[src/rtl/axi_lite_pkg.sv]
// axi_lite_pkg: shared FSM state and response encodings for the write arbiter
package axi_lite_pkg;
  typedef enum logic [1:0] {IDLE, ADDR, RESP} state_t;
  localparam logic [1:0] OKAY   = 2'b00;
  localparam logic [1:0] SLVERR = 2'b10;
endpackage

[src/rtl/axi_lite_wr_arbiter_if.sv]
// axi_lite_wr_arbiter_if: one AXI4-Lite write port (AW, W, B channels)
interface axi_lite_wr_arbiter_if #(
  parameter int ADDR_W = 32,
  parameter int DATA_W = 32
);
  logic              awvalid;
  logic              awready;
  logic [ADDR_W-1:0] awaddr;
  logic              wvalid;
  logic              wready;
  logic [DATA_W-1:0] wdata;
  logic [DATA_W/8-1:0] wstrb;
  logic              bvalid;
  logic              bready;
  logic [1:0]        bresp;
  modport master (
    output awvalid, awaddr, wvalid, wdata, wstrb, bready,
    input  awready, wready, bvalid, bresp
  );
  modport slave (
    input  awvalid, awaddr, wvalid, wdata, wstrb, bready,
    output awready, wready, bvalid, bresp
  );
endinterface

[src/rtl/rr_arbiter_2.sv]
// rr_arbiter_2: two-way round-robin grant decision with a registered priority pointer
module rr_arbiter_2 (
  input  logic       ACLK,
  input  logic       ARESETn,
  input  logic [1:0] req,
  input  logic       update,
  output logic       gnt_idx
);
  logic ptr;
  // on contention take the favoured requester, otherwise whichever is asking
  always_comb gnt_idx = (&req) ? ptr : req[1];
  // after each decision the requester just granted loses priority
  always_ff @(posedge ACLK or negedge ARESETn)
    if (!ARESETn) ptr <= 1'b0;
    else if (update) ptr <= ~gnt_idx;
endmodule

[src/rtl/axi_lite_wr_arbiter.sv]
// axi_lite_wr_arbiter: shares one AXI4-Lite write path between two masters, one write in flight
module axi_lite_wr_arbiter
  import axi_lite_pkg::*;
(
  input  logic                  ACLK,
  input  logic                  ARESETn,
  axi_lite_wr_arbiter_if.slave  s0,
  axi_lite_wr_arbiter_if.slave  s1,
  axi_lite_wr_arbiter_if.master m,
  output logic                  grant,
  output logic                  busy
);
  state_t state, state_d;
  logic grant_d, aw_done, aw_done_d, w_done, w_done_d;
  logic gnt_idx, upd, in_addr, in_resp;
  logic g_awvalid, g_wvalid, g_bready;
  logic aw_rdy, w_rdy, b_vld, aw_hs, w_hs, b_hs;

  rr_arbiter_2 u_rr (
    .ACLK    (ACLK),
    .ARESETn (ARESETn),
    .req     ({s1.awvalid, s0.awvalid}),
    .update  (upd),
    .gnt_idx (gnt_idx)
  );

  assign in_addr   = state == ADDR;
  assign in_resp   = state == RESP;
  assign busy      = state != IDLE;
  assign upd       = (state == IDLE) & (s0.awvalid | s1.awvalid);
  assign g_awvalid = grant ? s1.awvalid : s0.awvalid;
  assign g_wvalid  = grant ? s1.wvalid : s0.wvalid;
  assign g_bready  = grant ? s1.bready : s0.bready;

  assign m.awvalid = in_addr & g_awvalid & ~aw_done;
  assign m.awaddr  = in_addr ? (grant ? s1.awaddr : s0.awaddr) : '0;
  assign m.wvalid  = in_addr & g_wvalid & ~w_done;
  assign m.wdata   = in_addr ? (grant ? s1.wdata : s0.wdata) : '0;
  assign m.wstrb   = in_addr ? (grant ? s1.wstrb : s0.wstrb) : '0;
  assign m.bready  = in_resp & g_bready;

  assign aw_rdy = in_addr & m.awready & ~aw_done;
  assign w_rdy  = in_addr & m.wready & ~w_done;
  assign b_vld  = in_resp & m.bvalid;

  assign s0.awready = aw_rdy & ~grant;
  assign s1.awready = aw_rdy & grant;
  assign s0.wready  = w_rdy & ~grant;
  assign s1.wready  = w_rdy & grant;
  assign s0.bvalid  = b_vld & ~grant;
  assign s1.bvalid  = b_vld & grant;
  assign s0.bresp   = (in_resp & ~grant) ? m.bresp : OKAY;
  assign s1.bresp   = (in_resp & grant) ? m.bresp : OKAY;

  assign aw_hs = m.awvalid & m.awready;
  assign w_hs  = m.wvalid & m.wready;
  assign b_hs  = m.bvalid & m.bready;

  // next state: grant on AW request, wait for both AW and W, then for the B handshake
  always_comb begin
    state_d   = state;
    grant_d   = grant;
    aw_done_d = aw_done;
    w_done_d  = w_done;
    case (state)
      IDLE: if (upd) begin
        state_d = ADDR;
        grant_d = gnt_idx;
      end
      ADDR: if ((aw_done | aw_hs) & (w_done | w_hs)) begin
        state_d   = RESP;
        aw_done_d = 1'b0;
        w_done_d  = 1'b0;
      end else begin
        aw_done_d = aw_done | aw_hs;
        w_done_d  = w_done | w_hs;
      end
      RESP: if (b_hs) state_d = IDLE;
      default: state_d = IDLE;
    endcase
  end

  // state, grant and per-channel completion flags
  always_ff @(posedge ACLK or negedge ARESETn)
    if (!ARESETn) begin
      state   <= IDLE;
      grant   <= 1'b0;
      aw_done <= 1'b0;
      w_done  <= 1'b0;
    end else begin
      state   <= state_d;
      grant   <= grant_d;
      aw_done <= aw_done_d;
      w_done  <= w_done_d;
    end
endmodule

[src/flat_wrapper.sv]
// flat-port wrapper written by rule: the top's interface ports become plain ports
module axi_lite_wr_arbiter_flat import axi_lite_pkg::*;
  (ACLK, ARESETn, grant, busy, s0_awvalid, s0_awaddr, s0_wvalid, s0_wdata, s0_wstrb, s0_bready, s0_awready, s0_wready, s0_bvalid, s0_bresp, s1_awvalid, s1_awaddr, s1_wvalid, s1_wdata, s1_wstrb, s1_bready, s1_awready, s1_wready, s1_bvalid, s1_bresp, m_awvalid, m_awaddr, m_wvalid, m_wdata, m_wstrb, m_bready, m_awready, m_wready, m_bvalid, m_bresp);
  axi_lite_wr_arbiter_if #(.ADDR_W(32), .DATA_W(32)) s0_i ();
  axi_lite_wr_arbiter_if #(.ADDR_W(32), .DATA_W(32)) s1_i ();
  axi_lite_wr_arbiter_if #(.ADDR_W(32), .DATA_W(32)) m_i ();
  input  logic ACLK;
  input  logic ARESETn;
  output logic grant;
  output logic busy;
  input wire logic [$bits(s0_i.awvalid)-1:0] s0_awvalid;
  input wire logic [$bits(s0_i.awaddr)-1:0] s0_awaddr;
  input wire logic [$bits(s0_i.wvalid)-1:0] s0_wvalid;
  input wire logic [$bits(s0_i.wdata)-1:0] s0_wdata;
  input wire logic [$bits(s0_i.wstrb)-1:0] s0_wstrb;
  input wire logic [$bits(s0_i.bready)-1:0] s0_bready;
  output wire logic [$bits(s0_i.awready)-1:0] s0_awready;
  output wire logic [$bits(s0_i.wready)-1:0] s0_wready;
  output wire logic [$bits(s0_i.bvalid)-1:0] s0_bvalid;
  output wire logic [$bits(s0_i.bresp)-1:0] s0_bresp;
  input wire logic [$bits(s1_i.awvalid)-1:0] s1_awvalid;
  input wire logic [$bits(s1_i.awaddr)-1:0] s1_awaddr;
  input wire logic [$bits(s1_i.wvalid)-1:0] s1_wvalid;
  input wire logic [$bits(s1_i.wdata)-1:0] s1_wdata;
  input wire logic [$bits(s1_i.wstrb)-1:0] s1_wstrb;
  input wire logic [$bits(s1_i.bready)-1:0] s1_bready;
  output wire logic [$bits(s1_i.awready)-1:0] s1_awready;
  output wire logic [$bits(s1_i.wready)-1:0] s1_wready;
  output wire logic [$bits(s1_i.bvalid)-1:0] s1_bvalid;
  output wire logic [$bits(s1_i.bresp)-1:0] s1_bresp;
  output wire logic [$bits(m_i.awvalid)-1:0] m_awvalid;
  output wire logic [$bits(m_i.awaddr)-1:0] m_awaddr;
  output wire logic [$bits(m_i.wvalid)-1:0] m_wvalid;
  output wire logic [$bits(m_i.wdata)-1:0] m_wdata;
  output wire logic [$bits(m_i.wstrb)-1:0] m_wstrb;
  output wire logic [$bits(m_i.bready)-1:0] m_bready;
  input wire logic [$bits(m_i.awready)-1:0] m_awready;
  input wire logic [$bits(m_i.wready)-1:0] m_wready;
  input wire logic [$bits(m_i.bvalid)-1:0] m_bvalid;
  input wire logic [$bits(m_i.bresp)-1:0] m_bresp;
  assign s0_i.awvalid = s0_awvalid;
  assign s0_i.awaddr = s0_awaddr;
  assign s0_i.wvalid = s0_wvalid;
  assign s0_i.wdata = s0_wdata;
  assign s0_i.wstrb = s0_wstrb;
  assign s0_i.bready = s0_bready;
  assign s0_awready = s0_i.awready;
  assign s0_wready = s0_i.wready;
  assign s0_bvalid = s0_i.bvalid;
  assign s0_bresp = s0_i.bresp;
  assign s1_i.awvalid = s1_awvalid;
  assign s1_i.awaddr = s1_awaddr;
  assign s1_i.wvalid = s1_wvalid;
  assign s1_i.wdata = s1_wdata;
  assign s1_i.wstrb = s1_wstrb;
  assign s1_i.bready = s1_bready;
  assign s1_awready = s1_i.awready;
  assign s1_wready = s1_i.wready;
  assign s1_bvalid = s1_i.bvalid;
  assign s1_bresp = s1_i.bresp;
  assign m_awvalid = m_i.awvalid;
  assign m_awaddr = m_i.awaddr;
  assign m_wvalid = m_i.wvalid;
  assign m_wdata = m_i.wdata;
  assign m_wstrb = m_i.wstrb;
  assign m_bready = m_i.bready;
  assign m_i.awready = m_awready;
  assign m_i.wready = m_wready;
  assign m_i.bvalid = m_bvalid;
  assign m_i.bresp = m_bresp;
  axi_lite_wr_arbiter u_core (.ACLK(ACLK), .ARESETn(ARESETn), .s0(s0_i), .s1(s1_i), .m(m_i), .grant(grant), .busy(busy));
endmodule
[config.mk]
export PLATFORM = sky130hd
export DESIGN_NAME = axi_lite_wr_arbiter_flat
export DESIGN_NICKNAME = d
export VERILOG_FILES = /design/src/rtl/axi_lite_pkg.sv /design/src/rtl/axi_lite_wr_arbiter_if.sv /design/src/rtl/rr_arbiter_2.sv /design/src/rtl/axi_lite_wr_arbiter.sv /design/src/flat_wrapper.sv
export SDC_FILE = /design/constraint.sdc
export NUM_CORES = 1
export LEC_CHECK = 0
export CORE_AREA = 4 4 87 89
export DETAILED_ROUTE_END_ITERATION = 6
export DIE_AREA = 0 0 91 93
export PLACE_DENSITY = 0.76
export SYNTH_ARGS = -nofsm -noshare
export SYNTH_HDL_FRONTEND = slang
export SYNTH_HIERARCHICAL = 1
export SYNTH_SLANG_ARGS = --single-unit
[constraint.sdc]
create_clock -name ACLK -period 3.1 [get_ports ACLK]
set_clock_uncertainty 0.05 [all_clocks]
set_input_delay 0.62 -clock ACLK [delete_from_list [all_inputs] [get_ports ACLK]]
set_output_delay 0.62 -clock ACLK [all_outputs]
set_load 0.02 [all_outputs]
==> qor.yml <==
grt:
  grt.overflow.total: 0
  grt_first_pass_wirelength_mm: 11.8
  antenna_found_initial: 0
  grtUsageTotal: 0.175
  grt_max_degree: 39
  grt_pass1_vias: 2343
cts:
  cts_tree: "done"
  root_buffer: "clkbuf_8"
  htree_levels: 1
  post_cts_buffers: 0
  cts_hold_buf: 0
  cts_buffer_depth: 2
  cts_resized: 0
  path_clk_slew_ns: 0.04
  clock_sinks: 6
  insertion_delay_ns: 0.22
  cts_made_buffers: 3
detailed_routing:
  top_layer: "met4"
  drt_iter0_drc: 33
  wl_mm: 8.21
  avgViaCountPerCell: 4.51
  wl_per_cell_um: 16.3
  wl_met3_um: 664
  wl_met2_mm: 4.41
  first_pass_iters: 4
  via_count: 2271
  drc: 0
  wl_met1_mm: 2.87
  ant_nets: 0
die:
  rows: 30
  fp.dieH_um: 93
  initial_core_util: 0.220
  die_area_um2: 8460
  io_pins: 232
  die_x_um: 91
  core-area_um2: 6760
logic_synthesis:
  synth_top_family_by_area: "multiplexers"
  synth_most_common_cell: "nor2_1"
  ys.flop_type: "dfrtp_1"
  synth_xor_area_frac: 0
  syn_nets: 349
  yosysTopAreaCellShare: 0.465
  ys_warn_count: 6
  avgSynthCellArea_um2: 7.43
  synth_cells: 200
  synthAdderAreaFrac: 0
  ys_types: 32
  syn_area_um2: 1490
  synth-compound-area-share: 0.0471
  synth_mux_area_frac: 0.492
  synth.area.top_cells: "mux2i_1 46%, nor2_1 18%, dfrtp_1 10%, buf_2 4.4%, mux2_4 2.0%"
  ys_ff_latch: 6
  async_flop_share: 1.00
  synthSimpleGateAreaFrac: 0.290
  synth_top_area_cell: "mux2i_1"
  yosys-top-cells-count: "73 x nor2_1, 69 x mux2i_1, 13 x buf_2"
  synth-edff-count: 0
  yosysSeqAreaShare: 0.101
placed_design:
  dp_hpwl_mm: 7.04
  portBuffers: 231
  gp_congestion: 0.827
  placed_cells: 500
sta:
  final.period_utilization: 0.931
  fin_crit_ns: 2.89
  finalMaxSlewViolations: 0
  worst_pin_slew_ns: 0.627
  setup_tns_ns: 0
  hold_viol: 0
  clock.fmax_mhz: 347
  finalSetupViolCount: 0
  relSlewSlack: 0.582
  rsz0062_at_grt: "no"
worst_setup_path:
  timing.critical_path.buf_inv: 2
  crit_arrival_ns: 2.22
  path_cells: "buf_12, mux2i_1, nor2_1, clkdlybuf4s50_1"
  cpPeakStageDelay_ns: 0.83
  cp_top_family: "flip-flops"
  worstSetupPathType: "flop to output pin"
  crit_path_start_kind: "flop"
  crit_fanout: 37
  crit_required_ns: 2.43
  regToRegSetupSlack_ns: 1.35
  endpoint_kind: "output pin"
  crit_slowest_cell: "dfrtp_4"
run:
  max-cap-violations: 0
cells_and_area:
  multi_input_area_um2: 1240
  register_area_um2: 154
  antenna_cells: 0
  area_growth_syn_to_layout_pct: 164
  fillerInstances: 611
  final_nets: 574
  finalNonFillerCells: 504
  drive_above_1_share: 0.0448
power:
  power_density_nw_per_um2: 799
  leakage_uw: 0.00163
  vdd_drop_max_mv: 0.444
run_status:
  status: "completed"
worst_hold_path:
  min_path_type: "flop to flop"
-- cell usage in the layout, fill, tap and decap left out, types with 2 or more instances in the layout --
cell type	count
clkdlybuf4s50_1	231
nor2_1	73
mux2i_1	69
dfrtp_1	5
and3_1	4
buf_4	4
clkbuf_8	3
and2_1	3
nor2b_1	2
mux2_4	2
nor4b_1	2
a31oi_1	2
buf_12	2
-- cell type report --
class | instances | area share
flip-flops and latches | 6 | 0.0392
repair buffers | 237 | 0.608
inverters | 1 | 0.000957
well taps | 80 | 0.0255
multi-input cells | 176 | 0.315
clock buffers | 4 | 0.0115
-- metal layers --
layer  vias to the layer above  track usage
li1                       1133            -
met1                      1004        0.180
met2                       116        0.336
met3                        18       0.0523
met4                         0       0.0578
met5                         -            0
-- cells by family after synthesis --
logic type | count (synthesis)
and+or+nand+nor | 95
buffers and inverters | 18
AOI/OAI and AO/OA | 9
DFF | 6
muxes | 72
-- final timing paths --
path / from / to / cells past startpoint
setup / recovery: u_core/grant / m_bready / 4
hold / removal: u_core/aw_done / u_core/w_done / 1
setup reg to reg: u_core/grant / u_core/aw_done / 3
hold reg to reg: u_core/aw_done / u_core/w_done / 1
max in group asynchronous: ARESETn / u_core/grant / 1
min in group asynchronous: ARESETn / u_core/u_rr/ptr / 1
-- per-stage QoR --
| stage | hold WS (ns) | util | worst slack (ns) | area, µm² | total power [µW] |
|---|---|---|---|---|---|
| 5_1_grt | 0.522 | 0.580 | 0.0744 | 3920 | 3340 |
| 3_5_place_dp | 0.490 | 0.574 | 0.315 | 3880 | 3040 |
| 2_1_floorplan | 0.274 | - | 0.829 | 1490 | 1760 |
| 3_3_place_gp | 0.481 | 0.574 | 0.342 | 3880 | 3030 |
| 6_report | 0.499 | 0.580 | 0.214 | 3920 | 3130 |
| 4_1_cts | 0.491 | 0.580 | 0.179 | 3920 | 3180 |
-- worst register-to-register path, stage by stage (launching register included) --
cell and delay, ns:
dfrtp_4 0.83, mux2_4 0.37, and3_4 0.19, o22a_1 0.18
-- flip-flops by register name, indices dropped and copies added (netlist names) --
signal,cells
u_core/aw_done,1
u_core/u_rr/ptr,1
u_core/w_done,1
u_core/state,2
u_core/grant,1
-- power by group --
group,switching [µW],leakage [µW],internal (µW)
Clock,33.8,0.0000228,88.4
Combinational,1350,0.00153,1400
Sequential,146,0.0000716,116
Total,1530,0.00163,1600
Power figures use the tool's default switching activity.
